<file path="config.mk">
export PLATFORM = sky130hd
export DESIGN_NAME = csr_access_ctrl_flat
export DESIGN_NICKNAME = d
export VERILOG_FILES = /design/src/rtl/csr_access_ctrl_pkg.sv /design/src/rtl/csr_access_ctrl_if.sv /design/src/rtl/csr_access_ctrl_alu.sv /design/src/rtl/csr_access_ctrl.sv /design/src/flat_wrapper.sv
export SDC_FILE = /design/constraint.sdc
export NUM_CORES = 1
export LEC_CHECK = 0
export ABC_CLOCK_PERIOD_IN_PS = 2100
export CORE_MARGIN = 1
export CORE_UTILIZATION = 35
export DETAILED_ROUTE_END_ITERATION = 10
export PLACE_DENSITY = 0.68
export SLEW_MARGIN = 20
export SYNTH_ARGS = -nofsm -noshare
export SYNTH_HDL_FRONTEND = slang
export SYNTH_HIERARCHICAL = 1
export SYNTH_SLANG_ARGS = --single-unit
</file>
<file path="constraint.sdc">
create_clock -name clk -period 2.1 [get_ports clk]
set_clock_uncertainty 0.2 [all_clocks]
set_input_delay 0.21 -clock clk [delete_from_list [all_inputs] [get_ports clk]]
set_output_delay 0.21 -clock clk [all_outputs]
set_load 0.02 [all_outputs]
</file>
<file path="src/rtl/csr_access_ctrl_pkg.sv">
// csr_access_ctrl_pkg: CSR addresses, trap causes, op encodings and sequencer states
// shared by the CSR access controller and its ALU.
package csr_access_ctrl_pkg;
   localparam logic [11:0] CSR_MSTATUS = 12'h300;
   localparam logic [11:0] CSR_MTVEC   = 12'h305;
   localparam logic [11:0] CSR_MEPC    = 12'h341;
   localparam logic [11:0] CSR_MCAUSE  = 12'h342;

   localparam logic [3:0] CAUSE_ILLEGAL    = 4'd2;
   localparam logic [3:0] CAUSE_BREAKPOINT = 4'd3;
   localparam logic [3:0] CAUSE_ECALL_M    = 4'd11;

   localparam logic [2:0] F3_RW  = 3'b001;
   localparam logic [2:0] F3_RS  = 3'b010;
   localparam logic [2:0] F3_RC  = 3'b011;
   localparam logic [2:0] F3_RWI = 3'b101;
   localparam logic [2:0] F3_RSI = 3'b110;
   localparam logic [2:0] F3_RCI = 3'b111;

   typedef enum logic [2:0] {
      IDLE, READ, WRITE, TRAP_EPC, TRAP_CAUSE, TRAP_VEC, MRET_RD, RESP
   } state_e;

   typedef enum logic [1:0] {K_CSR, K_TRAP, K_MRET} kind_e;

   // Set/clear forms with a zero source (x0 or uimm 0) are pure reads.
   function automatic logic csr_skips_write(input logic [2:0] funct3, input logic [4:0] rs1_idx);
      return funct3[1] && rs1_idx == 5'd0;
   endfunction
endpackage

</file>
<file path="src/rtl/csr_access_ctrl_if.sv">
// csr_access_ctrl_if: pipeline request/response and CSR file port of the CSR access controller.
interface csr_access_ctrl_if #(
   parameter int XLEN   = 32,
   parameter int ADDR_W = 12
);
   logic              req_valid;
   logic              req_ready;
   logic [2:0]        req_funct3;
   logic              req_is_ecall;
   logic              req_is_ebreak;
   logic              req_is_mret;
   logic [ADDR_W-1:0] req_addr;
   logic [XLEN-1:0]   req_rs1_data;
   logic [4:0]        req_rs1_idx;
   logic [4:0]        req_rd_idx;
   logic [XLEN-1:0]   req_pc;
   logic              csr_wr_en;
   logic              csr_ren;
   logic [ADDR_W-1:0] csr_addr;
   logic [XLEN-1:0]   csr_wr_data;
   logic [XLEN-1:0]   csr_rdata;
   logic              rsp_valid;
   logic              rsp_rd_wr_en;
   logic [4:0]        rsp_rd_idx;
   logic [XLEN-1:0]   rsp_rd_data;
   logic              redirect_valid;
   logic [XLEN-1:0]   redirect_pc;
   logic              trap_taken;

   modport master (
      output req_valid, req_funct3, req_is_ecall, req_is_ebreak, req_is_mret, req_addr,
             req_rs1_data, req_rs1_idx, req_rd_idx, req_pc, csr_rdata,
      input  req_ready, csr_wr_en, csr_ren, csr_addr, csr_wr_data, rsp_valid, rsp_rd_wr_en,
             rsp_rd_idx, rsp_rd_data, redirect_valid, redirect_pc, trap_taken
   );

   modport slave (
      input  req_valid, req_funct3, req_is_ecall, req_is_ebreak, req_is_mret, req_addr,
             req_rs1_data, req_rs1_idx, req_rd_idx, req_pc, csr_rdata,
      output req_ready, csr_wr_en, csr_ren, csr_addr, csr_wr_data, rsp_valid, rsp_rd_wr_en,
             rsp_rd_idx, rsp_rd_data, redirect_valid, redirect_pc, trap_taken
   );
endinterface

</file>
<file path="src/rtl/csr_access_ctrl_alu.sv">
// csr_alu: new CSR value for RW/RS/RC (register and immediate forms) and the write-skip flag.
module csr_alu
   import csr_access_ctrl_pkg::*;
#(
   parameter int XLEN = 32
) (
   input  logic [2:0]      funct3_i,
   input  logic [XLEN-1:0] old_i,
   input  logic [XLEN-1:0] rs1_data_i,
   input  logic [4:0]      uimm_i,
   output logic [XLEN-1:0] new_o,
   output logic            skip_wr_o
);
   logic [XLEN-1:0] src;

   always_comb begin
      src       = funct3_i[2] ? XLEN'(uimm_i) : rs1_data_i;
      new_o     = (funct3_i[1:0] == F3_RW[1:0]) ? src :
                  (funct3_i[1:0] == F3_RS[1:0]) ? (old_i | src) : (old_i & ~src);
      skip_wr_o = csr_skips_write(funct3_i, uimm_i);
   end
endmodule

</file>
<file path="src/rtl/csr_access_ctrl.sv">
// csr_access_ctrl: sequences the machine-mode CSR file port for CSR read-modify-write,
// trap entry (ECALL/EBREAK/illegal) and MRET, returning rd writeback and PC redirect.
module csr_access_ctrl
   import csr_access_ctrl_pkg::*;
#(
   parameter int XLEN   = 32,
   parameter int ADDR_W = 12
) (
   input logic              clk,
   input logic              rst,
   csr_access_ctrl_if.slave bus
);
   state_e            state_q, state_d, st;
   kind_e             kind_q, kind_d;
   logic [2:0]        funct3_q;
   logic [ADDR_W-1:0] addr_q;
   logic [XLEN-1:0]   rs1_data_q, pc_q, old_q, old_d, tgt_q, tgt_d, alu_new;
   logic [4:0]        rs1_idx_q, rd_idx_q;
   logic [3:0]        cause_q, cause_d;
   logic              accept, alu_skip, read_old, bad_op;

   csr_alu #(.XLEN(XLEN)) u_alu (
      .funct3_i   (funct3_q),
      .old_i      (old_q),
      .rs1_data_i (rs1_data_q),
      .uimm_i     (rs1_idx_q),
      .new_o      (alu_new),
      .skip_wr_o  (alu_skip)
   );

   // Illegal: reserved funct3, or an actual write into the read-only CSR space.
   always_comb begin
      bad_op  = bus.req_funct3[1:0] == 2'b00 ||
                (bus.req_addr[ADDR_W-1 -: 2] == 2'b11 &&
                 !csr_skips_write(bus.req_funct3, bus.req_rs1_idx));
      kind_d  = (bus.req_is_ecall || bus.req_is_ebreak) ? K_TRAP :
                bus.req_is_mret ? K_MRET : bad_op ? K_TRAP : K_CSR;
      cause_d = bus.req_is_ecall ? CAUSE_ECALL_M :
                bus.req_is_ebreak ? CAUSE_BREAKPOINT : CAUSE_ILLEGAL;
      accept  = bus.req_valid && state_q == IDLE && !rst;
   end

   // Outputs are forced idle while rst is high so an abandoned sequence never writes.
   always_comb begin
      st                 = rst ? IDLE : state_q;
      state_d            = state_q;
      old_d              = old_q;
      tgt_d              = tgt_q;
      read_old           = rd_idx_q != 5'd0 || funct3_q[1];
      bus.req_ready      = 1'b0;
      bus.csr_wr_en      = 1'b0;
      bus.csr_ren        = 1'b0;
      bus.csr_addr       = '0;
      bus.csr_wr_data    = '0;
      bus.rsp_valid      = 1'b0;
      bus.rsp_rd_wr_en   = 1'b0;
      bus.rsp_rd_idx     = '0;
      bus.rsp_rd_data    = '0;
      bus.redirect_valid = 1'b0;
      bus.redirect_pc    = '0;
      bus.trap_taken     = 1'b0;
      unique case (st)
         IDLE: begin
            bus.req_ready = 1'b1;
            state_d       = !accept ? IDLE : kind_d == K_TRAP ? TRAP_EPC :
                            kind_d == K_MRET ? MRET_RD : READ;
         end
         READ: begin
            bus.csr_ren  = read_old;
            bus.csr_addr = read_old ? addr_q : '0;
            old_d        = read_old ? bus.csr_rdata : '0;
            state_d      = WRITE;
         end
         WRITE: begin
            bus.csr_wr_en   = !alu_skip;
            bus.csr_addr    = alu_skip ? '0 : addr_q;
            bus.csr_wr_data = alu_skip ? '0 : alu_new;
            state_d         = RESP;
         end
         TRAP_EPC: begin
            bus.csr_wr_en   = 1'b1;
            bus.csr_addr    = ADDR_W'(CSR_MEPC);
            bus.csr_wr_data = pc_q;
            state_d         = TRAP_CAUSE;
         end
         TRAP_CAUSE: begin
            bus.csr_wr_en   = 1'b1;
            bus.csr_addr    = ADDR_W'(CSR_MCAUSE);
            bus.csr_wr_data = XLEN'(cause_q);
            state_d         = TRAP_VEC;
         end
         TRAP_VEC: begin
            bus.csr_ren  = 1'b1;
            bus.csr_addr = ADDR_W'(CSR_MTVEC);
            tgt_d        = {bus.csr_rdata[XLEN-1:2], 2'b00};
            state_d      = RESP;
         end
         MRET_RD: begin
            bus.csr_ren  = 1'b1;
            bus.csr_addr = ADDR_W'(CSR_MEPC);
            tgt_d        = {bus.csr_rdata[XLEN-1:1], 1'b0};
            state_d      = RESP;
         end
         RESP: begin
            bus.rsp_valid      = 1'b1;
            bus.rsp_rd_wr_en   = kind_q == K_CSR && rd_idx_q != 5'd0;
            bus.rsp_rd_idx     = rd_idx_q;
            bus.rsp_rd_data    = kind_q == K_CSR ? old_q : '0;
            bus.redirect_valid = kind_q != K_CSR;
            bus.redirect_pc    = kind_q != K_CSR ? tgt_q : '0;
            bus.trap_taken     = kind_q == K_TRAP;
            state_d            = IDLE;
         end
         default: state_d = IDLE;
      endcase
   end

   always_ff @(posedge clk) begin
      if (rst) begin
         state_q    <= IDLE;
         kind_q     <= K_CSR;
         cause_q    <= '0;
         funct3_q   <= '0;
         addr_q     <= '0;
         rs1_data_q <= '0;
         rs1_idx_q  <= '0;
         rd_idx_q   <= '0;
         pc_q       <= '0;
         old_q      <= '0;
         tgt_q      <= '0;
      end else begin
         state_q <= state_d;
         old_q   <= old_d;
         tgt_q   <= tgt_d;
         if (accept) begin
            kind_q     <= kind_d;
            cause_q    <= cause_d;
            funct3_q   <= bus.req_funct3;
            addr_q     <= bus.req_addr;
            rs1_data_q <= bus.req_rs1_data;
            rs1_idx_q  <= bus.req_rs1_idx;
            rd_idx_q   <= bus.req_rd_idx;
            pc_q       <= bus.req_pc;
         end
      end
   end
endmodule
</file>
<file path="src/flat_wrapper.sv">
// flat-port wrapper written by rule: the top's interface ports become plain ports
module csr_access_ctrl_flat import csr_access_ctrl_pkg::*;
#(
   parameter int XLEN   = 32,
   parameter int ADDR_W = 12
)
  (clk, rst, bus_req_valid, bus_req_funct3, bus_req_is_ecall, bus_req_is_ebreak, bus_req_is_mret, bus_req_addr, bus_req_rs1_data, bus_req_rs1_idx, bus_req_rd_idx, bus_req_pc, bus_csr_rdata, bus_req_ready, bus_csr_wr_en, bus_csr_ren, bus_csr_addr, bus_csr_wr_data, bus_rsp_valid, bus_rsp_rd_wr_en, bus_rsp_rd_idx, bus_rsp_rd_data, bus_redirect_valid, bus_redirect_pc, bus_trap_taken);
  csr_access_ctrl_if #(.XLEN(XLEN), .ADDR_W(ADDR_W)) bus_i ();
  input logic clk;
  input logic rst;
  input wire logic [$bits(bus_i.req_valid)-1:0] bus_req_valid;
  input wire logic [$bits(bus_i.req_funct3)-1:0] bus_req_funct3;
  input wire logic [$bits(bus_i.req_is_ecall)-1:0] bus_req_is_ecall;
  input wire logic [$bits(bus_i.req_is_ebreak)-1:0] bus_req_is_ebreak;
  input wire logic [$bits(bus_i.req_is_mret)-1:0] bus_req_is_mret;
  input wire logic [$bits(bus_i.req_addr)-1:0] bus_req_addr;
  input wire logic [$bits(bus_i.req_rs1_data)-1:0] bus_req_rs1_data;
  input wire logic [$bits(bus_i.req_rs1_idx)-1:0] bus_req_rs1_idx;
  input wire logic [$bits(bus_i.req_rd_idx)-1:0] bus_req_rd_idx;
  input wire logic [$bits(bus_i.req_pc)-1:0] bus_req_pc;
  input wire logic [$bits(bus_i.csr_rdata)-1:0] bus_csr_rdata;
  output wire logic [$bits(bus_i.req_ready)-1:0] bus_req_ready;
  output wire logic [$bits(bus_i.csr_wr_en)-1:0] bus_csr_wr_en;
  output wire logic [$bits(bus_i.csr_ren)-1:0] bus_csr_ren;
  output wire logic [$bits(bus_i.csr_addr)-1:0] bus_csr_addr;
  output wire logic [$bits(bus_i.csr_wr_data)-1:0] bus_csr_wr_data;
  output wire logic [$bits(bus_i.rsp_valid)-1:0] bus_rsp_valid;
  output wire logic [$bits(bus_i.rsp_rd_wr_en)-1:0] bus_rsp_rd_wr_en;
  output wire logic [$bits(bus_i.rsp_rd_idx)-1:0] bus_rsp_rd_idx;
  output wire logic [$bits(bus_i.rsp_rd_data)-1:0] bus_rsp_rd_data;
  output wire logic [$bits(bus_i.redirect_valid)-1:0] bus_redirect_valid;
  output wire logic [$bits(bus_i.redirect_pc)-1:0] bus_redirect_pc;
  output wire logic [$bits(bus_i.trap_taken)-1:0] bus_trap_taken;
  assign bus_i.req_valid = bus_req_valid;
  assign bus_i.req_funct3 = bus_req_funct3;
  assign bus_i.req_is_ecall = bus_req_is_ecall;
  assign bus_i.req_is_ebreak = bus_req_is_ebreak;
  assign bus_i.req_is_mret = bus_req_is_mret;
  assign bus_i.req_addr = bus_req_addr;
  assign bus_i.req_rs1_data = bus_req_rs1_data;
  assign bus_i.req_rs1_idx = bus_req_rs1_idx;
  assign bus_i.req_rd_idx = bus_req_rd_idx;
  assign bus_i.req_pc = bus_req_pc;
  assign bus_i.csr_rdata = bus_csr_rdata;
  assign bus_req_ready = bus_i.req_ready;
  assign bus_csr_wr_en = bus_i.csr_wr_en;
  assign bus_csr_ren = bus_i.csr_ren;
  assign bus_csr_addr = bus_i.csr_addr;
  assign bus_csr_wr_data = bus_i.csr_wr_data;
  assign bus_rsp_valid = bus_i.rsp_valid;
  assign bus_rsp_rd_wr_en = bus_i.rsp_rd_wr_en;
  assign bus_rsp_rd_idx = bus_i.rsp_rd_idx;
  assign bus_rsp_rd_data = bus_i.rsp_rd_data;
  assign bus_redirect_valid = bus_i.redirect_valid;
  assign bus_redirect_pc = bus_i.redirect_pc;
  assign bus_trap_taken = bus_i.trap_taken;
  csr_access_ctrl #(.XLEN(XLEN), .ADDR_W(ADDR_W)) u_core (.clk(clk), .rst(rst), .bus(bus_i));
endmodule
</file>
==> impl_metrics.json <==
{
  "status": "finished, violations left",
  "violations": "negative setup slack",
  "chipWidth_um": 146,
  "grt_max_degree": 90,
  "wirelength_um": 24400,
  "clkTransAtPathRegs_ns": 0.07,
  "maxSlewHeadroom_pct": 40.1,
  "wire_per_inst_um": 16.9,
  "grt_pass1_vias": 6962,
  "period_needed_ns": 2.68,
  "postSynthNetCount": 1036,
  "drcViolationCount": 0,
  "p_per_area_nw_per_um2": 929,
  "clock_sinks": 160,
  "worstPathCellList": "or4_4, o31a_4, or2_4, a211o_1, buf_2",
  "nets": 1286,
  "num_rows": 52,
  "synth_area_leaders": "dfxtp_1 (44%), nand2_1 (12%), nand3b_1 (8.7%)",
  "p_leak_nw": 4.68,
  "start_util_pct": 35.8,
  "rsz0062_at_grt": "true",
  "antenna_found_initial": 2,
  "fin_ws_ns": -0.575,
  "pre_cts_slack_ns": -0.737,
  "setup_viol": 150,
  "synth_area_per_cell_um2": 7.99,
  "synth_area_leader_cell": "dfxtp_1",
  "io_pins": 247,
  "netlist_instances": 909,
  "cp-end-kind": "primary output",
  "numCtsBuffers": 17,
  "r2r_slack_ns": -0.09,
  "startpoint_type": "flop",
  "path_max_fanout": 3,
  "cp.required_ns": 1.69,
  "synth_edf_count": 0,
  "slowest_delay_ns": 0.54,
  "syn2layout_area_growth_pct": 53.1,
  "ys.flop_type": "dfxtp_1",
  "coreArea_um2": 20300,
  "drt_iter0_markers": 423,
  "final_cell_mix": "nand2_1 (241), dfxtp_1 (158), clkdlybuf4s50_1 (125), nand3b_1 (84), clkdlybuf4s15_2 (69)",
  "htree_levels": 4,
  "cp_slowest_cell": "or4_4",
  "hold_viol": 0,
  "mostFrequentLayoutCell": "nand2_1",
  "grt_overflow": 0,
  "whs_ns": 0.120,
  "syn-cell-area_um2": 7260,
  "die_height_um": 146,
  "vdd_drop_max_mv": 0.543,
  "tightest_slew_ns": 0.896,
  "maxSlewViolCount": 0,
  "synth_warnings": 6,
  "die_area_um2": 21300,
  "min_path_type": "primary input to flop",
  "async_flop_share_pct": 0,
  "viasPerCell": 5.05,
  "ant_nets": 0,
  "drive_above_1_share_pct": 20.9,
  "seq_area_frac_synth_pct": 44.1,
  "worstPathArrival_ns": 2.27,
  "grt_pass1_wl_um": 38200,
  "vias": 7280,
  "hpwl_um": 16900,
  "place_congestion": 0.857,
  "clockBufferDepth": 2,
  "clock.fmax_ghz": 0.374,
  "root_buffer": "clkbuf_16",
  "grt_usage_pct": 22.9,
  "synth-seq-cells": 160,
  "firstDrtPassIters": 5,
  "insertion_delay_ns": 0.42,
  "cts_tree": "done",
  "synth_top_area_share_pct": 44.1,
  "io_buffers": 245,
  "cap_violations": 0,
  "critical_path_class": "flop to primary output",
  "finalCritPeriodShare_pct": 127,
  "synth_cell_types": 45
}
-- metal layers --
| metal | track usage [%] | vias up | share of wire [%] |
|---|---|---|---|
| li1 | - | 3601 | - |
| met1 | 31.6 | 3416 | 47 |
| met2 | 35.8 | 235 | 46 |
| met3 | 5.03 | 26 | 6.0 |
| met4 | 6.46 | 2 | 1.4 |
| met5 | 0 | - | 0.053 |
-- power by group --
group / switching (mW) / internal, mW
clock network: 1.37 / 1.68
registers: 0.357 / 3.61
logic: 1.81 / 1.50
total: 3.54 / 6.79
-- flip-flops by register name, summed over array words and instances, names as in the netlist --
register,count
u_core/rd_idx_q,5
u_core/tgt_q,31
u_core/rs1_data_q,32
u_core/kind_q,2
u_core/pc_q,32
u_core/rs1_idx_q,5
u_core/cause_q,3
u_core/addr_q,12
u_core/state_q,3
u_core/old_q,32
u_core/funct3_q,3
-- synth_stat cells (2+ instances only) --
| cell | n |
|---|---|
| or2_2 | 2 |
| o21ai_1 | 4 |
| a21o_1 | 3 |
| mux2i_1 | 5 |
| buf_2 | 6 |
| buf_1 | 4 |
| nand3_1 | 38 |
| and3_1 | 33 |
| nand2_1 | 241 |
| buf_4 | 2 |
| clkbuf_2 | 3 |
| xnor2_1 | 2 |
| a222oi_1 | 3 |
| clkbuf_1 | 62 |
| o21ai_0 | 36 |
| nor2_1 | 17 |
| nor3_1 | 3 |
| nor4b_1 | 2 |
| a22o_1 | 62 |
| dfxtp_1 | 160 |
| and2_1 | 36 |
| a21oi_1 | 37 |
| nand3b_1 | 84 |
| nand2b_1 | 38 |
| inv_1 | 6 |
-- path summary, 6_finish.rpt --
| check | cells past startpoint | endpoint | start |
|---|---|---|---|
| worst max register to register | 7 | u_core/old_q[10] | u_core/rd_idx_q[4] |
| worst min register to register | 2 | u_core/tgt_q[10] | u_core/tgt_q[10] |
| worst max-delay path | 5 | bus_csr_addr[0] | u_core/rd_idx_q[4] |
| worst min-delay path | 3 | u_core/pc_q[3] | bus_req_pc[3] |
-- kinds of logic (layout without fill, tap and decap cells) --
kind of cell	count (synthesis)	in the layout	synth area share, %
muxes	6	6	0.844
xor gates and xnor gates	2	2	0.241
DFF	160	160	44.1
AOI/OAI and AO/OA	153	153	14.5
other	1	2	0.0516
and+or+nand+nor	503	503	35.6
buffers and inverters	84	347	4.70
-- stage by stage --
step	std cells	area [µm²]	total power, mW	setup TNS, ns	util, %
floorplan	909	7280	5.66	-0.547	-
global placement	1401	10300	7.04	-44.60	50.8
detailed placement	1401	10300	7.07	-46.38	50.8
CTS	1437	11000	10.3	-49.29	54.1
global route	1443	11100	10.9	-68.12	54.8
finish	1443	11100	10.3	-53.62	54.8
-- layout make-up --
type	instances	area, µm²
well taps	270	338
diodes	1	2.50
multi-input cells	665	3880
repair buffers	309	3080
clock buffers	18	429
flip-flops and latches	160	3210
inverters	6	22.5
clock inverters	14	155
fillers	1905	9190
-- critical path, delay by kind of cell, from the launching register on --
kind	cells	cell delay [ns]
and+or+nand+nor	2	0.80
AOI/OAI and AO/OA	2	0.57
DFF	1	0.32
buffers and inverters	1	0.16
-- repair_timing --
item	4_1_cts	5_1_grt
hold buffers	0	0
gates resized for setup	454	32
setup buffers	3	6
gates cloned	1	0
setup endpoints to repair	119	181
pin swaps	12	39
hold endpoints to repair	0	0
Note: power is estimated with default switching activity, not from simulation.
